`src/rtl/haar_dwt_ml_if.sv`:
```
// Streaming interface for haar_dwt_ml: sample input side, coefficient output side, status.
// Latency: none (wires only).
// Backpressure: din_valid/din_ready on the input, dout_valid/dout_ready on the output.
// Ports: din/din_valid/din_ready/levels (sample side), dout/dout_valid/dout_ready/
//        dout_detail/dout_level/dout_last (coefficient side), busy (status).
interface haar_dwt_ml_if #(
    parameter int DATA_WIDTH = 8,
    parameter int MAX_LEVELS = 3
);
    localparam int LW = $clog2(MAX_LEVELS + 1);

    logic signed [DATA_WIDTH-1:0] din;
    logic                         din_valid;
    logic                         din_ready;
    logic [LW-1:0]                levels;
    logic signed [DATA_WIDTH-1:0] dout;
    logic                         dout_valid;
    logic                         dout_ready;
    logic                         dout_detail;
    logic [LW-1:0]                dout_level;
    logic                         dout_last;
    logic                         busy;

    // master: the side that feeds samples and consumes coefficients
    modport master (
        output din, din_valid, levels, dout_ready,
        input  din_ready, dout, dout_valid, dout_detail, dout_level, dout_last, busy
    );

    // slave: the transform block itself
    modport slave (
        input  din, din_valid, levels, dout_ready,
        output din_ready, dout, dout_valid, dout_detail, dout_level, dout_last, busy
    );
endinterface

```
`src/rtl/haar_dwt_ml.sv`:
```
// Frame-based multi-level signed Haar DWT; coefficients streamed out in Mallat order.
// Latency: N-(N>>L) compute cycles after the last sample, then one coefficient per accepted beat.
// Backpressure: din_ready only in LOAD; dout held stable while dout_ready=0.
// Ports: clk, rst (async, active-high), bus (haar_dwt_ml_if.slave: sample side, coefficient side, busy).
module haar_dwt_ml #(
    parameter int DATA_WIDTH    = 8,
    parameter int SIGNAL_LENGTH = 8,
    parameter int MAX_LEVELS    = 3
) (
    input  logic          clk,
    input  logic          rst,
    haar_dwt_ml_if.slave  bus
);
    localparam int N  = SIGNAL_LENGTH;
    localparam int KW = $clog2(N);
    localparam int LW = $clog2(MAX_LEVELS + 1);

    typedef enum logic [1:0] {LOAD, COMPUTE, OUTPUT} state_t;

    state_t state, state_nxt;

    logic [KW-1:0] in_cnt;     // sample write index during LOAD
    logic [KW-1:0] pair_k;     // pair index within the current level
    logic [KW-1:0] out_idx;    // coefficient index during OUTPUT
    logic [LW-1:0] lvl_eff;    // clamped depth latched with the first sample
    logic [LW-1:0] lvl_done;   // levels fully computed so far

    // smp holds samples, then approximations in place; det holds details by Mallat index
    logic signed [DATA_WIDTH-1:0] smp [N];
    logic signed [DATA_WIDTH-1:0] det [N];

    logic [LW-1:0]   lvl_clamped;
    logic [KW-1:0]   half;      // M/2 for the current level
    logic [KW-1:0]   i0, i1;
    logic            pair_last;
    logic            last_level;
    logic [KW-1:0]   n_approx;
    logic            in_beat, out_beat;
    logic [DATA_WIDTH:0] sum, dif;

    always_comb begin
        lvl_clamped = bus.levels;
        if (bus.levels == '0)
            lvl_clamped = LW'(1);
        else if (bus.levels > LW'(MAX_LEVELS))
            lvl_clamped = LW'(MAX_LEVELS);
    end

    assign half       = KW'(N >> (int'(lvl_done) + 1));
    assign pair_last  = (pair_k == half - KW'(1));
    assign last_level = (lvl_done + LW'(1) == lvl_eff);
    assign n_approx   = KW'(N >> lvl_eff);
    assign i0         = KW'({pair_k, 1'b0});
    assign i1         = i0 + KW'(1);
    assign in_beat    = (state == LOAD) && bus.din_valid;
    assign out_beat   = (state == OUTPUT) && bus.dout_ready;

    // Extend by one bit so sum/difference never wrap; dropping bit 0 is the >>>1.
    assign sum = {smp[i0][DATA_WIDTH-1], smp[i0]} + {smp[i1][DATA_WIDTH-1], smp[i1]};
    assign dif = {smp[i0][DATA_WIDTH-1], smp[i0]} - {smp[i1][DATA_WIDTH-1], smp[i1]};

    always_ff @(posedge clk or posedge rst) begin
        if (rst)
            state <= LOAD;
        else
            state <= state_nxt;
    end

    always_comb begin
        state_nxt = state;
        case (state)
            LOAD:    if (in_beat && in_cnt == KW'(N - 1)) state_nxt = COMPUTE;
            COMPUTE: if (pair_last && last_level)         state_nxt = OUTPUT;
            OUTPUT:  if (out_beat && out_idx == KW'(N - 1)) state_nxt = LOAD;
            default: state_nxt = LOAD;
        endcase
    end

    // Counters rely on the power-of-two frame length to wrap back to zero on their own.
    always_ff @(posedge clk or posedge rst) begin
        if (rst) begin
            in_cnt   <= '0;
            pair_k   <= '0;
            out_idx  <= '0;
            lvl_eff  <= '0;
            lvl_done <= '0;
        end else begin
            case (state)
                LOAD: if (in_beat) begin
                    in_cnt <= in_cnt + KW'(1);
                    if (in_cnt == '0)
                        lvl_eff <= lvl_clamped;
                end
                COMPUTE: if (pair_last) begin
                    pair_k   <= '0;
                    lvl_done <= last_level ? '0 : lvl_done + LW'(1);
                end else begin
                    pair_k <= pair_k + KW'(1);
                end
                OUTPUT: if (out_beat)
                    out_idx <= out_idx + KW'(1);
                default: ;
            endcase
        end
    end

    // In-place write of smp[k] is safe: later pairs of this level read indices >= 2k+2.
    always_ff @(posedge clk) begin
        if (in_beat)
            smp[in_cnt] <= bus.din;
        if (state == COMPUTE) begin
            smp[pair_k]        <= sum[DATA_WIDTH:1];
            det[half + pair_k] <= dif[DATA_WIDTH:1];
        end
    end

    assign bus.din_ready  = (state == LOAD);
    assign bus.dout_valid = (state == OUTPUT);
    assign bus.busy       = (state != LOAD) || (in_cnt != '0);

    // Output is a direct read of the buffers, so it holds for free while stalled.
    always_comb begin
        int oi;
        oi              = int'(out_idx);
        bus.dout        = '0;
        bus.dout_detail = 1'b0;
        bus.dout_level  = '0;
        bus.dout_last   = 1'b0;
        if (state == OUTPUT) begin
            bus.dout_last = (out_idx == KW'(N - 1));
            if (out_idx < n_approx) begin
                bus.dout       = smp[out_idx];
                bus.dout_level = lvl_eff;
            end else begin
                bus.dout        = det[out_idx];
                bus.dout_detail = 1'b1;
                // Sub-band [N>>l, N>>(l-1)) belongs to level l.
                for (int l = 1; l <= MAX_LEVELS; l++) begin
                    if (oi >= (N >> l) && oi < (N >> (l - 1)))
                        bus.dout_level = LW'(l);
                end
            end
        end
    end
endmodule

```
`src/flat_wrapper.sv`:
```
// flat-port wrapper written by rule: the top's interface ports become plain ports
module haar_dwt_ml_flat 
#(
    parameter int DATA_WIDTH    = 8,
    parameter int SIGNAL_LENGTH = 8,
    parameter int MAX_LEVELS    = 3
)
  (clk, rst, bus_din, bus_din_valid, bus_levels, bus_dout_ready, bus_din_ready, bus_dout, bus_dout_valid, bus_dout_detail, bus_dout_level, bus_dout_last, bus_busy);
  haar_dwt_ml_if #(.DATA_WIDTH(DATA_WIDTH), .MAX_LEVELS(MAX_LEVELS)) bus_i ();
  input  logic clk;
  input  logic rst;
  input wire logic [$bits(bus_i.din)-1:0] bus_din;
  input wire logic [$bits(bus_i.din_valid)-1:0] bus_din_valid;
  input wire logic [$bits(bus_i.levels)-1:0] bus_levels;
  input wire logic [$bits(bus_i.dout_ready)-1:0] bus_dout_ready;
  output wire logic [$bits(bus_i.din_ready)-1:0] bus_din_ready;
  output wire logic [$bits(bus_i.dout)-1:0] bus_dout;
  output wire logic [$bits(bus_i.dout_valid)-1:0] bus_dout_valid;
  output wire logic [$bits(bus_i.dout_detail)-1:0] bus_dout_detail;
  output wire logic [$bits(bus_i.dout_level)-1:0] bus_dout_level;
  output wire logic [$bits(bus_i.dout_last)-1:0] bus_dout_last;
  output wire logic [$bits(bus_i.busy)-1:0] bus_busy;
  assign bus_i.din = bus_din;
  assign bus_i.din_valid = bus_din_valid;
  assign bus_i.levels = bus_levels;
  assign bus_i.dout_ready = bus_dout_ready;
  assign bus_din_ready = bus_i.din_ready;
  assign bus_dout = bus_i.dout;
  assign bus_dout_valid = bus_i.dout_valid;
  assign bus_dout_detail = bus_i.dout_detail;
  assign bus_dout_level = bus_i.dout_level;
  assign bus_dout_last = bus_i.dout_last;
  assign bus_busy = bus_i.busy;
  haar_dwt_ml #(.DATA_WIDTH(DATA_WIDTH), .SIGNAL_LENGTH(SIGNAL_LENGTH), .MAX_LEVELS(MAX_LEVELS)) u_core (.clk(clk), .rst(rst), .bus(bus_i));
endmodule
```
`config.mk`:
```
export PLATFORM = sky130hd
export DESIGN_NAME = haar_dwt_ml_flat
export DESIGN_NICKNAME = d
export VERILOG_FILES = /design/src/rtl/haar_dwt_ml_if.sv /design/src/rtl/haar_dwt_ml.sv /design/src/flat_wrapper.sv
export SDC_FILE = /design/constraint.sdc
export NUM_CORES = 1
export LEC_CHECK = 0
export CORE_UTILIZATION = 50
export CTS_CLUSTER_DIAMETER = 150
export DETAILED_ROUTE_END_ITERATION = 12
export HOLD_SLACK_MARGIN = 0.12
export PLACE_DENSITY = 0.68
export RECOVER_POWER = 50
export SYNTH_ARGS = -nofsm -noshare
export SYNTH_HDL_FRONTEND = slang
export SYNTH_SLANG_ARGS = --single-unit
```
`constraint.sdc`:
```
create_clock -name clk -period 8.4 [get_ports clk]
set_input_delay 0.84 -clock clk [delete_from_list [all_inputs] [get_ports clk]]
set_output_delay 0.84 -clock clk [all_outputs]
set_load 0.01 [all_outputs]
```
==> results of run 1 <==
[flip-flops by register name, indices dropped and copies added (netlist names)]
signal           flops
u_core.det          64
u_core.smp          64
u_core.in_cnt        3
u_core.out_idx       3
u_core.pair_k        3
u_core.lvl_done      2
u_core.lvl_eff       2
u_core.state         2
[stage by stage]
step	hold slack, ns	instance area [sq um]	utilization, %	setup WS (ns)
detailed placement	0.549	7700	54.8	4.20
floorplan	0.498	7280	-	5.06
global placement	0.535	7700	54.8	4.26
finish	0.568	8250	58.8	3.49
CTS	0.561	8270	58.9	3.74
global route	0.617	8250	58.8	3.11
[synthesized netlist by cell type (5+ instances only)]
cell      count
a31oi_1       6
and2_1       10
nor3_1       12
nor2_1       24
a21oi_1      11
xnor2_1      11
clkbuf_1     12
mux4_1        7
mux4_2       49
o21ai_0      22
ha_1         29
nand3_1       7
dfrtp_1      15
inv_1        29
nand2_1      33
edfxtp_1    128
buf_2         8
xor2_1        5
nor2b_1       8
[cell families after synthesis]
kind of cell,Yosys count
and+or+nand+nor,112
muxes,59
adders and majority gates,32
xor gates and xnor gates,16
AOI/OAI and AO/OA,62
buffers and inverters,57
DFF,143
[path summary, 6_finish.rpt]
path,start,end,slack (ns),cells after the start
setup / recovery,u_core.out_idx[0],bus_dout[7],3.49,6
hold / removal,u_core.lvl_done[1],u_core.lvl_done[1],0.57,2
setup reg to reg,u_core.pair_k[0],u_core.det[7][5],4.01,9
hold reg to reg,u_core.lvl_done[1],u_core.lvl_done[1],0.57,2
max in group asynchronous,rst,u_core.out_idx[1],7.04,2
min in group asynchronous,rst,u_core.state[0],0.92,2
[cell type report]
class	instances	area, sq um	share of cell area (%)
Inverter	29	109	1.32
Clock inverter	13	138	1.67
Tap cell	180	225	2.73
Timing Repair Buffer	35	318	3.85
Clock buffer	18	429	5.20
Sequential cell	143	4220	51.1
Multi-Input combinational cell	281	2810	34.1
[worst max-delay path: stages, from the launching register on]
cell and delay [ns]:
dfrtp_1 1.06, nand3b_1 0.45, a21o_1 0.20, a21oi_2 0.70
mux4_2 0.59, and2_1 0.16, clkdlybuf4s50_1 0.48
[layer usage]
layer | part of all wire [%] | vias to the layer above
met2 | 46 | 146
met4 | 1.8 | 0
met1 | 46 | 2131
met5 | 0 | -
li1 | - | 1913
met3 | 5.7 | 23
==> run summary, run 1 <==
Die Span Y: 123 um
Initial DRC count: 370
Die area: 15000 sq um
Hold Crit Class: register to register
Post-synthesis compound-gate area fraction: 5.23%
Max-cap violation count: 2
Final HPWL DP: 10100 um
CTS buffer count: 17
Failing checks: capacitance limit, slew limit
Synth cell types: 51
Sequential area share after synthesis: 58.0%
Post-CTS setup buffer count: 0
Clock sinks: 143
Top FF cell, synth: edfxtp_1
Max_slew headroom: -26.0%
DRC viols: 0
Largest net degree at the start of global routing: 40
Slew of the pin with the lowest slew margin: 1.89 ns
Total GRT Usage: 21.8%
Synth Area per Inst: 15.1 sq um
Antenna cells: 0
Via density: 6.03
RSZ-0062 raised after global routing: false
Grt met3 use: 6.04%
TNS Setup: 0 ns
CTS resizes: 0
Fillers: 1070
Worst Skew: 0.00754 ns
Largest area contributor in the netlist: edfxtp_1
Area Growth Syn to Fin: 13.4%
PortBufs: 28
Final WL: 14500 um
CP endpoint kind: output port
CP max FO: 38
Vias in the first global route: 4205
CTS tree: yes
#FFs+latches synth: 143
CTS max path bufs: 2
CP Class: register to output port
Initial antenna violation count: 0
Io pins: 29
Most common cell after layout, fill and taps aside: edfxtp_1
Crit path required time: 7.56 ns
Asr flop ratio synth: 10.5%
Synth Area in XOR/XNOR: 1.93%
Synth Area in Simple Gates: 7.55%
Highest Clock Rate: 204 MHz
Root Driver: clkbuf_16
Max-slew violations: 62
Min Tclk post-route: 4.91 ns
CTS H-tree depth: 4
Placed cell count: 668
Global-route wire length before repair: 23500 um
Post-synth EDFFs: 128
Largest family of logic cells by synthesized area: multiplexers
Syn Inst Count: 481
Mux cell area share after synthesis: 18.1%
Post-DRT Antenna Nets: 0
Status: finished with violations
Endpoints failing setup: 0
GR met1 Demand/Resource: 30.1%
Top Usage Layer GRT: met2
Chip width: 123 um
# nets final: 553
Clock transition at the registers of the reported paths: 0.06 ns
Synth area leaders: edfxtp_1 (53%), mux4_2 (15%), dfrtp_1 (5.2%)
Initial core utilization: 51.8%
Yosys warnings: 0
Synthesized Nets: 527
Avg WL per Cell: 20.7 um
Non-filler cells in the finished layout: 699
Synth Area in Adders: 5.81%
Cell Area, Synth: 7280 sq um
Critical Path AT: 4.07 ns
FP Rows: 43
Fin crit share: 58.5%
Clk Latency, worst-skew pair: 0.43 ns
Met2 Use GR: 33.2%
CTS Hold Bufs: 0
Core Region: 14000 sq um
Setup crit start kind: register
Final Hold Fails: 0
Commonest non-fill, non-tap cells in the layout: edfxtp_1 (128), mux4_2 (49), nand2_1 (33)
Via count: 4213
Router iterations before antenna repair: 5
Synth top area share: 52.8%
RePlAce Congestion: 0.829
GRT overflow: 0
Share of layout cells above drive strength 1: 16.8%
Power of run 1 is left out: the tool's default activity adds up to more than one toggle a clock period on the data nets, which glitch-free logic cannot reach.
==> run 2, diff against run 1 <==
==> constraint.sdc (replaced) <==
create_clock -name clk -period 5.05 [get_ports clk]
set_input_delay 0.505 -clock clk [delete_from_list [all_inputs] [get_ports clk]]
set_output_delay 0.505 -clock clk [all_outputs]
set_load 0.01 [all_outputs]
==> run summary, run 2 (same netlist as run 1, synthesis figures left out) <==
Hold-critical path depth: 2 (unchanged)
Status: finished clean (was finished with violations)
Core Region: 14000 sq um (unchanged)
Crit path required time: 5.21 ns (was 7.56 ns)
Clock transition at the registers of the reported paths: 0.06 ns (about the same)
FP Rows: 43 (unchanged)
Global-route wire length before repair: 23700 um (was 23500 um)
Final Hold Fails: 0 (unchanged)
Antenna cells: 0 (unchanged)
Final core occ: 58.9% (was 58.8%)
Max_slew headroom: 27.7% (was -26.0%)
CTS Hold Bufs: 0 (unchanged)
Post-DRT Antenna Nets: 0 (unchanged)
Hold Path Origin: u_core.lvl_done[1] (unchanged)
Router iterations before antenna repair: 4 (was 5)
Max-cap violation count: 0 (was 2)
RePlAce Congestion: 0.799 (was 0.829)
CTS max path bufs: 2 (unchanged)
RR Endpoint: u_core.smp[5][4] (was u_core.det[7][5])
RR Startpoint: u_core.pair_k[0] (unchanged)
Root Driver: clkbuf_16 (unchanged)
Total GRT Usage: 22.0% (was 21.8%)
CTS buffer count: 17 (unchanged)
Cell count of the worst reg-to-reg path: 8 (was 9)
Via count: 4134 (was 4213)
Min Tclk post-route: 4.13 ns
Slew of the pin with the lowest slew margin: 1.09 ns (was 1.89 ns)
Fillers: 1050 (was 1070)
Commonest non-fill, non-tap cells in the layout: edfxtp_1 (128), mux4_2 (49), nand2_1 (33) (unchanged)
Initial core utilization: 51.8% (unchanged)
Die area: 15000 sq um (unchanged)
DRC viols: 0 (unchanged)
Avg WL per Cell: 21.2 um (was 20.7 um)
Share of layout cells above drive strength 1: 17.6% (was 16.8%)
Biggest regs: u_core.det (64), u_core.smp (64) (unchanged)
TNS Setup: 0 ns (unchanged)
Highest Clock Rate: 242 MHz
Most common cell after layout, fill and taps aside: edfxtp_1 (unchanged)
Area Growth Syn to Fin: 13.6% (was 13.4%)
CP max FO: 16 (was 38)
CTS H-tree depth: 4 (unchanged)
Die Span Y: 123 um (unchanged)
Clock sinks: 143 (unchanged)
Largest net degree at the start of global routing: 39 (was 40)
RSZ-0062 raised after global routing: false (unchanged)
Initial antenna violation count: 0 (unchanged)
Max-slew violations: 0 (was 62)
CP endpoint kind: register (was output port)
Vias in the first global route: 4312 (was 4205)
Critical Path AT: 4.29 ns (was 4.07 ns)
Worst Skew: 0.0103 ns (was 0.00754 ns)
Final HPWL DP: 10500 um (was 10100 um)
Initial DRC count: 334 (was 370)
CTS tree: yes (unchanged)
Fin crit share: 81.7%
Io pins: 29 (unchanged)
Worst R2R Setup Slack: 0.92 ns (was 4.01 ns)
CP Class: register to register (was register to output port)
Hold Crit Class: register to register (unchanged)
GRT overflow: 0 (unchanged)
# nets final: 555 (was 553)
Clk Latency, worst-skew pair: 0.41 ns (was 0.43 ns)
Chip width: 123 um (unchanged)
Setup crit start kind: register (unchanged)
CTS resizes: 0 (unchanged)
Via density: 5.89 (was 6.03)
Endpoints failing setup: 0 (unchanged)
PortBufs: 28 (unchanged)
Post-CTS setup buffer count: 0 (unchanged)
Final WL: 14900 um (was 14500 um)
Hold Path Sink: u_core.lvl_done[1] (unchanged)
[run 2: worst max path at each step]
| stage | from | endpoint | slack [ns] | depth (start not counted) |
|---|---|---|---|---|
| 6_report | u_core.pair_k[0] | u_core.smp[5][4] | 0.92 | 8 |
| 5_1_grt | u_core.pair_k[0] | u_core.smp[5][4] | 0.56 | 8 |
| 4_1_cts | u_core.out_idx[0] | bus_dout[6] | 0.89 | 6 |
| 3_5_place_dp | u_core.out_idx[0] | bus_dout[6] | 1.34 | 6 |
| 3_3_place_gp | u_core.out_idx[0] | bus_dout[6] | 1.40 | 6 |
| 2_1_floorplan | u_core.pair_k[0] | u_core.det[0][6] | 1.71 | 9 |
[run 2: final cells by class]
class | count | area [sq um] | share of cell area (%)
repair buffers | 37 | 329 | 3.98
clock buffers | 17 | 425 | 5.15
flip-flops and latches | 143 | 4220 | 51.1
clock inverters | 15 | 134 | 1.62
inverters | 29 | 109 | 1.32
multi-input cells | 281 | 2820 | 34.1
well taps | 180 | 225 | 2.72
[run 2: worst max-delay path, cell delays in order (launching register included)]
cell and delay, ns:
dfrtp_1 0.58, clkbuf_1 0.78, mux4_2 0.63, ha_1 0.49, nor2b_1 0.11, o21a_1 0.19, or4b_1 0.53, xor2_1 0.18
o21ai_1 0.39
[run 2: metrics by stage]
step / hold WS [ns] / setup WS (ns) / cells / cell area, sq um
final: 0.568 / 0.922 / 702 / 8270
after global routing: 0.608 / 0.561 / 702 / 8270
after CTS: 0.473 / 0.894 / 702 / 8290
after global placement: 0.533 / 1.40 / 670 / 7730
after detailed placement: 0.553 / 1.34 / 670 / 7730
after floorplan: 0.406 / 1.71 / 481 / 7280
[run 2: per-layer routing]
metal	global-route usage, %	routed length [um]	part of all wire (%)	vias to the layer above
met1	30.5	7010	47	2101
li1	-	-	-	1913
met3	4.04	501	3.4	17
met4	6.86	163	1.1	0
met2	35.3	7190	48	103
met5	0	0	0	-
Power of run 2 is left out for the same reason.
==> run 3, diff against run 2 <==
--- a/config.mk
+++ b/config.mk
@@ -9,7 +9,7 @@
 export CTS_CLUSTER_DIAMETER = 150
 export DETAILED_ROUTE_END_ITERATION = 12
 export HOLD_SLACK_MARGIN = 0.12
-export PLACE_DENSITY = 0.68
+export PLACE_DENSITY = 0.7
 export RECOVER_POWER = 50
 export SYNTH_ARGS = -nofsm -noshare
 export SYNTH_HDL_FRONTEND = slang
==> constraint.sdc (replaced) <==
create_clock -name clk -period 3.43 [get_ports clk]
set_input_delay 0.343 -clock clk [delete_from_list [all_inputs] [get_ports clk]]
set_output_delay 0.343 -clock clk [all_outputs]
set_load 0.01 [all_outputs]
==> run summary, run 3 (same netlist as run 1, synthesis figures left out) <==
Status: finished clean (unchanged)
Router iterations before antenna repair: 5 (was 4)
Core Region: 14000 sq um (unchanged)
Endpoints failing setup: 0 (unchanged)
Min Tclk post-route: 3.30 ns
Initial antenna violation count: 0 (unchanged)
Io pins: 29 (unchanged)
Chip width: 123 um (unchanged)
CP Class: register to output port (was register to register)
Max-cap violation count: 0 (unchanged)
Critical Path AT: 2.95 ns (was 4.29 ns)
CP endpoint kind: output port (was register)
Commonest non-fill, non-tap cells in the layout: edfxtp_1 (128), mux4_2 (49), nand2_1 (33) (unchanged)
Avg WL per Cell: 21.1 um (was 21.2 um)
Setup crit start kind: register (unchanged)
Highest Clock Rate: 303 MHz
Design area: 8500 sq um (was 8270 sq um)
FP Rows: 43 (unchanged)
TNS Setup: 0 ns (unchanged)
CP max FO: 8 (was 16)
Post-Place Cell Area: 7960 sq um (was 7730 sq um)
Final HPWL DP: 10800 um (was 10500 um)
Biggest regs: u_core.det (64), u_core.smp (64) (unchanged)
DRC viols: 0 (unchanged)
Place WS: 0.0256 ns (was 1.34 ns)
Hold Crit Class: primary input to asynchronous set/reset pin (was register to register)
Vias in the first global route: 4373 (was 4312)
Most common cell after layout, fill and taps aside: edfxtp_1 (unchanged)
CTS max path bufs: 2 (unchanged)
Total GRT Usage: 23.1% (was 22.0%)
RePlAce Congestion: 0.838 (was 0.799)
Post-DRT Antenna Nets: 0 (unchanged)
Clock sinks: 143 (unchanged)
PortBufs: 28 (unchanged)
Die Span Y: 123 um (unchanged)
Clk Latency, worst-skew pair: 0.42 ns (was 0.41 ns)
# nets final: 583 (was 555)
RR Endpoint: u_core.det[3][1] (was u_core.smp[5][4])
Worst Skew: 0.00757 ns (was 0.0103 ns)
Via density: 6.02 (was 5.89)
Max-slew violations: 0 (unchanged)
Fin crit share: 96.1%
Cell count of the worst reg-to-reg path: 7 (was 8)
Final WL: 15400 um (was 14900 um)
Largest net degree at the start of global routing: 39 (unchanged)
Initial DRC count: 386 (was 334)
Global-route wire length before repair: 24500 um (was 23700 um)
CTS buffer count: 17 (unchanged)
Via count: 4397 (was 4134)
Crit path required time: 3.09 ns (was 5.21 ns)
RSZ-0062 raised after global routing: false (unchanged)
Slew of the pin with the lowest slew margin: 0.737 ns (was 1.09 ns)
CTS tree: yes (unchanged)
Area Growth Syn to Fin: 16.9% (was 13.6%)
Share of layout cells above drive strength 1: 19.6% (was 17.6%)
Root Driver: clkbuf_16 (unchanged)
Die area: 15000 sq um (unchanged)
PnR worst setup slack: 0.134 ns (was 0.922 ns)
Initial core utilization: 51.8% (unchanged)
Clock transition at the registers of the reported paths: 0.06 ns (about the same)
RR Startpoint: u_core.pair_k[1] (was u_core.pair_k[0])
CTS H-tree depth: 4 (unchanged)
GRT overflow: 0 (unchanged)
Antenna cells: 0 (unchanged)
Final Hold Fails: 0 (unchanged)
Worst R2R Setup Slack: 0.24 ns (was 0.92 ns)
Max_slew headroom: 50.4% (was 27.7%)
-- run 3: changes by cell type in the layout (fill, tap and decap cells not counted), moves of 3 or more --
| cell | before | now |
|---|---|---|
| inv_6 | 6 | 0 |
| buf_4 | 4 | 19 |
| clkbuf_1 | 5 | 15 |
| buf_12 | 0 | 3 |
| clkdlybuf4s50_1 | 24 | 21 |
| clkinv_1 | 2 | 5 |
-- run 3: worst max-delay path by stage --
stage | startpoint | to | slack (ns) | depth (start not counted)
6_report | u_core.lvl_eff[0] | bus_dout[1] | 0.13 | 9
3_3_place_gp | u_core.pair_k[0] | u_core.smp[6][6] | 0.21 | 7
4_1_cts | u_core.lvl_eff[0] | bus_dout[3] | 0.07 | 9
2_1_floorplan | u_core.pair_k[0] | u_core.det[0][6] | 0.09 | 9
5_1_grt | u_core.lvl_eff[0] | bus_dout[7] | 0.0008 | 9
3_5_place_dp | u_core.pair_k[0] | u_core.smp[7][4] | 0.03 | 7
-- run 3: what timing repair did --
item / in CTS / in global routing
setup endpoints to repair: 16 / 16
hold buffers: 0 / 0
buffers inserted: 1 / 0
pin swaps: 1 / 0
gates resized for setup: 2 / 3
-- run 3: worst max-delay path, cell delays in order, from the launching register on --
cell and delay [ns]:
dfrtp_1 0.42, inv_2 0.11, nand2_1 0.06, ha_1 0.28
a21o_1 0.18, a21oi_4 0.17, buf_12 0.16, mux4_2 0.51
and2_1 0.17, clkdlybuf4s50_1 0.47
-- run 3: area by class of cell --
cell class | count | area [sq um]
timing repair buffer | 65 | 543
inverter | 29 | 109
clock inverter | 14 | 149
clock buffer | 18 | 429
tap | 180 | 225
multi-input combinational | 281 | 2820
fill | 1055 | 5540
sequential | 143 | 4220
-- run 3: through the flow --
step / utilization (%) / instances / hold slack (ns)
global route: 60.5 / 730 / 0.508
finish: 60.5 / 730 / 0.428
global placement: 56.7 / 697 / 0.531
CTS: 60.9 / 730 / 0.303
detailed placement: 56.7 / 697 / 0.545
floorplan: - / 481 / 0.244
-- run 3: per-layer routing --
metal | part of all wire [%] | wire length, um | GRT usage (%) | up-vias
met5 | 0 | 0 | 0 | -
met4 | 1.4 | 212 | 8.54 | 0
li1 | - | - | - | 1975
met2 | 48 | 7440 | 35.2 | 154
met3 | 5.3 | 820 | 5.95 | 15
met1 | 45 | 6950 | 32.0 | 2253
Power of run 3 is left out for the same reason.
